[config.mk]
export PLATFORM = sky130hd
export DESIGN_NAME = vga_timing_gen
export DESIGN_NICKNAME = d
export VERILOG_FILES = /design/src/rtl/vga_timing_gen.sv
export SDC_FILE = /design/constraint.sdc
export NUM_CORES = 1
export LEC_CHECK = 0
export ABC_AREA = 0
export BUFFER_PORTS_ARGS = -buffer_cell sky130_fd_sc_hd__clkbuf_2
export CAP_MARGIN = 15
export CORE_UTILIZATION = 40
export CTS_CLUSTER_SIZE = 20
export DETAILED_ROUTE_END_ITERATION = 7
export SYNTH_ARGS = -nofsm -noshare
export SYNTH_HDL_FRONTEND = slang
export SYNTH_SLANG_ARGS = --single-unit
[constraint.sdc]
create_clock -name clk -period 1.94 [get_ports clk]
set_clock_uncertainty 0.15 [all_clocks]
set_input_delay 0 -clock clk [delete_from_list [all_inputs] [get_ports clk]]
set_output_delay 0 -clock clk [all_outputs]
set_load 0.05 [all_outputs]
[src/rtl/vga_timing_gen.sv]
// Parametrised VGA timing generator with pixel clock-enable and four test patterns.
// Define VGA_BORDER_EN to force a one-pixel white frame around the active area.
module vga_timing_gen #(
    parameter int H_ACTIVE   = 640,
    parameter int H_FP       = 16,
    parameter int H_SYNC     = 96,
    parameter int H_BP       = 48,
    parameter int V_ACTIVE   = 480,
    parameter int V_FP       = 10,
    parameter int V_SYNC     = 2,
    parameter int V_BP       = 33,
    parameter int HS_POL     = 0,
    parameter int VS_POL     = 0,
    parameter int COLOR_W    = 4,
    parameter int CHECK_LOG2 = 5,
    localparam int H_TOTAL   = H_ACTIVE + H_FP + H_SYNC + H_BP,
    localparam int V_TOTAL   = V_ACTIVE + V_FP + V_SYNC + V_BP,
    localparam int XW        = $clog2(H_TOTAL),
    localparam int YW        = $clog2(V_TOTAL)
) (
    input  logic                   clk,
    input  logic                   n_rst,
    input  logic                   pix_en,
    input  logic [1:0]             mode,
    input  logic [3*COLOR_W-1:0]   solid_rgb,
    output logic                   hsync,
    output logic                   vsync,
    output logic                   de,
    output logic [XW-1:0]          x,
    output logic [YW-1:0]          y,
    output logic                   line_start,
    output logic                   frame_start,
    output logic [COLOR_W-1:0]     r,
    output logic [COLOR_W-1:0]     g,
    output logic [COLOR_W-1:0]     b
);

    localparam int HAW = $clog2(H_ACTIVE);
    localparam int VAW = $clog2(V_ACTIVE);
    localparam int CW3 = 3 * COLOR_W;

    localparam logic [XW-1:0] H_LAST   = XW'(H_TOTAL - 1);
    localparam logic [YW-1:0] V_LAST   = YW'(V_TOTAL - 1);
    localparam logic [XW-1:0] H_ACT    = XW'(H_ACTIVE);
    localparam logic [YW-1:0] V_ACT    = YW'(V_ACTIVE);
    localparam logic [XW-1:0] HS_FIRST = XW'(H_ACTIVE + H_FP);
    localparam logic [XW-1:0] HS_LAST  = XW'(H_ACTIVE + H_FP + H_SYNC - 1);
    localparam logic [YW-1:0] VS_FIRST = YW'(V_ACTIVE + V_FP);
    localparam logic [YW-1:0] VS_LAST  = YW'(V_ACTIVE + V_FP + V_SYNC - 1);
    localparam logic          HS_LVL   = 1'(HS_POL);
    localparam logic          VS_LVL   = 1'(VS_POL);

    logic [XW-1:0]      r_h_cnt;
    logic [YW-1:0]      r_v_cnt;
    logic [7:0]         r_frame_cnt;
    logic [1:0]         r_mode_q;
    logic               r_hsync;
    logic               r_vsync;
    logic               r_de;
    logic [XW-1:0]      r_x;
    logic [YW-1:0]      r_y;
    logic               r_line_start;
    logic               r_frame_start;
    logic [CW3-1:0]     r_rgb;

    logic               w_h_wrap;
    logic               w_v_wrap;
    logic               w_frame_wrap;
    logic               w_de;
    logic               w_hs_on;
    logic               w_vs_on;
    logic [XW+2:0]      w_bar_full;
    logic [2:0]         w_bar;
    logic [2:0]         w_bar_code;
    logic [CW3-1:0]     w_bar_rgb;
    logic               w_check;
    logic [XW+COLOR_W-1:0] w_h_ext;
    logic [YW+COLOR_W-1:0] w_v_ext;
    logic [COLOR_W-1:0] w_grad_r;
    logic [COLOR_W-1:0] w_grad_g;
    logic [CW3-1:0]     w_pat;
    logic [CW3-1:0]     w_rgb;

    assign w_h_wrap     = (r_h_cnt == H_LAST);
    assign w_v_wrap     = (r_v_cnt == V_LAST);
    assign w_frame_wrap = w_h_wrap && w_v_wrap;
    assign w_de         = (r_h_cnt < H_ACT) && (r_v_cnt < V_ACT);
    assign w_hs_on      = (r_h_cnt >= HS_FIRST) && (r_h_cnt <= HS_LAST);
    assign w_vs_on      = (r_v_cnt >= VS_FIRST) && (r_v_cnt <= VS_LAST);

    // Bar index is a constant divide; only meaningful while h is in the active range.
    assign w_bar_full = ((XW+3)'(r_h_cnt) << 3) / (XW+3)'(H_ACTIVE);
    assign w_bar      = w_bar_full[2:0];

    always_comb begin
        w_bar_code = 3'b000;
        case (w_bar)
            3'd0:    w_bar_code = 3'b111;
            3'd1:    w_bar_code = 3'b110;
            3'd2:    w_bar_code = 3'b011;
            3'd3:    w_bar_code = 3'b010;
            3'd4:    w_bar_code = 3'b101;
            3'd5:    w_bar_code = 3'b100;
            3'd6:    w_bar_code = 3'b001;
            default: w_bar_code = 3'b000;
        endcase
    end

    genvar gi;
    generate
        for (gi = 0; gi < 3; gi++) begin : g_bar_chan
            assign w_bar_rgb[gi*COLOR_W +: COLOR_W] = {COLOR_W{w_bar_code[gi]}};
        end
    endgenerate

    assign w_check = r_h_cnt[CHECK_LOG2] ^ r_v_cnt[CHECK_LOG2];

    // Top COLOR_W bits of the active-range width; narrow ranges are zero-padded below.
    assign w_h_ext  = (XW+COLOR_W)'(r_h_cnt) << COLOR_W;
    assign w_v_ext  = (YW+COLOR_W)'(r_v_cnt) << COLOR_W;
    assign w_grad_r = COLOR_W'(w_h_ext >> HAW);
    assign w_grad_g = COLOR_W'(w_v_ext >> VAW);

    always_comb begin
        w_pat = '0;
        case (r_mode_q)
            2'd0:    w_pat = solid_rgb;
            2'd1:    w_pat = w_bar_rgb;
            2'd2:    w_pat = {CW3{w_check}};
            default: w_pat = {w_grad_r, w_grad_g, COLOR_W'(r_frame_cnt)};
        endcase
    end

`ifdef VGA_BORDER_EN
    logic w_border;
    assign w_border = (r_h_cnt == '0) || (r_h_cnt == H_ACT - 1'b1) ||
                      (r_v_cnt == '0) || (r_v_cnt == V_ACT - 1'b1);
    assign w_rgb    = !w_de ? '0 : (w_border ? '1 : w_pat);
`else
    assign w_rgb    = w_de ? w_pat : '0;
`endif

    always_ff @(posedge clk) begin
        if (n_rst) begin
            r_h_cnt       <= '0;
            r_v_cnt       <= '0;
            r_frame_cnt   <= '0;
            r_mode_q      <= '0;
            r_hsync       <= ~HS_LVL;
            r_vsync       <= ~VS_LVL;
            r_de          <= 1'b0;
            r_x           <= '0;
            r_y           <= '0;
            r_line_start  <= 1'b0;
            r_frame_start <= 1'b0;
            r_rgb         <= '0;
        end else if (pix_en) begin
            r_h_cnt <= w_h_wrap ? '0 : r_h_cnt + 1'b1;
            if (w_h_wrap) begin
                r_v_cnt <= w_v_wrap ? '0 : r_v_cnt + 1'b1;
            end
            // New mode takes effect only from pixel (0,0) of the next frame.
            if (w_frame_wrap) begin
                r_frame_cnt <= r_frame_cnt + 1'b1;
                r_mode_q    <= mode;
            end
            r_hsync       <= w_hs_on ? HS_LVL : ~HS_LVL;
            r_vsync       <= w_vs_on ? VS_LVL : ~VS_LVL;
            r_de          <= w_de;
            r_x           <= r_h_cnt;
            r_y           <= r_v_cnt;
            r_line_start  <= w_h_wrap;
            r_frame_start <= w_frame_wrap;
            r_rgb         <= w_rgb;
        end else begin
            r_line_start  <= 1'b0;
            r_frame_start <= 1'b0;
        end
    end

    assign hsync       = r_hsync;
    assign vsync       = r_vsync;
    assign de          = r_de;
    assign x           = r_x;
    assign y           = r_y;
    assign line_start  = r_line_start;
    assign frame_start = r_frame_start;
    assign r           = r_rgb[3*COLOR_W-1 -: COLOR_W];
    assign g           = r_rgb[2*COLOR_W-1 -: COLOR_W];
    assign b           = r_rgb[COLOR_W-1:0];

endmodule

==> qor.yml <==
status: "finished clean"
grt_pass1_vias: 2607
slew_violations: 0
cp-end-kind: "register"
io_buffers: 53
io_pins: 54
synth_area_um2: 3080
ys_warn_count: 0
worst_slew_pin_slew_ns: 0.7773
cts_buffer_depth: 2
dpl.hpwl_um: 5333
design_area_um2: 4008
die_h_um: 89.76
critPathMaxStageDelay_ns: 0.56
r2r-start: "r_v_cnt[6]"
slew_headroom_pct: 47.99
post-place-ws_ns: -0.02957
synth-async-reset-ratio_pct: 0
arrival_ns: 2.02
cp-start-kind: "register"
cp-endpoint: "r_v_cnt[2]"
leakagePower_nw: 1.713
worstPathCellList: "or3_4 -> or4_4 -> nor2_4 -> or2_4 -> nor2_1"
layout_common_cells: "61 x dfxtp_1, 59 x nor2_1, 53 x clkbuf_2"
cts_sinks: 63
fillers: 692
peakVddDrop_mv: 0.3901
wl_um: 7550
placed_cell_area_um2: 3597
synth_edf_count: 0
synth_cell_types: 53
cts_made_buffers: 9
cts_root_buf: "clkbuf_8"
cap_violations: 0
crit_path_top_delay_cell: "or4_4"
final_nets: 472
initial_core_util_pct: 42.02
syn-num-nets: 378
cp_top_family: "simple AND/OR/NAND/NOR gates"
die_w_um: 89.76
rsz0062_at_grt: "true"
place.gp.congestion: 0.8469
drt_first_iter_violations: 146
r2r_slack_ns: 0.01
crit_buf_inv: 0
ys_seq_elements: 63
grt_max_degree: 25
r2r-end: "r_v_cnt[2]"
fmax_mhz: 518.6
synthCells: 356
synth.avg_cell_area_um2: 8.653
ys.flop_type: "dfxtp_1"
setup_violations: 0
first_pass_iters: 4
rr_worst_depth: 5
grtUsageTotal_pct: 19.71
dp.cells: 518
drcViolationCount: 0
final_antenna_net_count: 0
via_per_inst: 4.971
clk_pin_slew_ns: 0.07
setup_ws_ns: 0.01164
antenna_found_initial: 0
worstPathMaxFanout: 6
die-area_um2: 8056
layout_commonest_cell: "dfxtp_1"
overflow: 0
clock_latency_ns: 0.35
cts_tree: "done"
insertedDiodeCount: 0
worstSetupPathDepth: 5
min_period_ns: 1.928
timing.final.crit_share_pct: 99.40
grt_first_pass_wirelength_um: 12790
crit_required_ns: 2.04
area_delta_synth_final_pct: 30.10
p_total_mw: 2.709
h-tree-depth: 3
hp-class: "in -> reg"
ys_seq_area_share_pct: 40.94
stdcell_count: 554
critical_path_class: "reg -> reg"
p_per_area_nw_per_um2: 676.0
vias: 2754
core_area_um2: 7331
wl_per_cell_um: 13.63
drive_above_1_share_pct: 27.91
hold_violations: 0
rows: 31
critPathLaunch: "r_v_cnt[6]"
==> repair_timing <==
action	in CTS	in global routing
pin swaps	1	6
setup buffers	0	3
endpoints found under the setup margin	20	26
hold endpoints to repair	16	0
gates resized for setup	2	12
hold buffers	16	0
gates cloned	1	0
==> registers in the layout, summed over array words and instances, names as in the netlist <==
| signal | cells |
|---|---|
| y | 10 |
| vsync | 1 |
| r_v_cnt | 10 |
| line_start | 1 |
| de | 1 |
| frame_start | 1 |
| r_mode_q | 2 |
| r_frame_cnt | 4 |
| r_h_cnt | 10 |
| x | 10 |
| hsync | 1 |
| r_rgb | 12 |
==> where the power goes <==
part / switching [mW] / internal, mW / total (mW)
combinational: 0.149 / 0.0997 / 0.248
sequential: 0.0118 / 1.31 / 1.33
clock: 0.512 / 0.623 / 1.13
==> kinds of logic after synthesis <==
family          after synthesis  synth area share (%)
flops                        63                 40.94
compound gates               60                 14.22
simple gates                148                 23.96
xor+xnor                     22                 6.255
buf+inv                      36                 5.442
fa+ha+maj                     5                 2.031
mux                          22                 7.149
==> routing by layer <==
metal / GRT usage, % / vias up / share of wire, %
li1: - / 1429 / -
met1: 28.04 / 1265 / 53
met2: 29.10 / 48 / 42
met3: 3.215 / 12 / 3.3
met4: 9.016 / 0 / 1.6
met5: 0 / - / 0
==> cell usage after synthesis, drive strengths merged, types with 8 or more instances <==
cell type	n	area share (%)
dfxtp	63	41
xnor2	15	4.3
nor3	12	2.3
mux2i	22	7.1
inv	13	1.6
nor2	66	8.4
buf	10	2.3
nor2b	8	1.6
clkbuf	12	1.5
a221oi	8	2.3
a21oi	11	1.8
nand2	24	2.9
==> through the flow <==
step | util, % | hold WS [ns] | setup TNS, ns
2_1_floorplan | - | -0.009546 | -0.6385
3_3_place_gp | 49.07 | 0.1026 | -0.02636
3_5_place_dp | 49.07 | 0.1027 | -0.2320
4_1_cts | 54.00 | 0.2883 | 0
5_1_grt | 54.67 | 0.3210 | -0.2581
6_report | 54.67 | 0.2954 | 0
==> worst min-delay path by stage <==
stage          cells past startpoint          end  slack, ns     from
2_1_floorplan                      2  r_mode_q[0]      -0.01  mode[0]
3_3_place_gp                       3  r_mode_q[0]       0.10  mode[0]
3_5_place_dp                       3  r_mode_q[0]       0.10  mode[0]
4_1_cts                            4  r_mode_q[0]       0.29  mode[0]
5_1_grt                            4  r_mode_q[1]       0.32  mode[1]
6_report                           4  r_mode_q[0]       0.30  mode[0]
==> worst register-to-register path, stage by stage, from the launching register on <==
cell	delay, ns
dfxtp_2	0.32
or3_4	0.38
or4_4	0.56
nor2_4	0.17
or2_4	0.20
nor2_1	0.05
==> final cells by class <==
cell class	instances	area, um2	area share [%]
Clock buffer	12	145.1	3.622
Clock inverter	4	45.04	1.124
Inverter	14	52.55	1.311
Multi-Input combinational cell	258	1689	42.15
Sequential cell	63	1264	31.53
Tap cell	99	123.9	3.091
Timing Repair Buffer	104	688.2	17.17
Power figures use the tool's default switching activity.
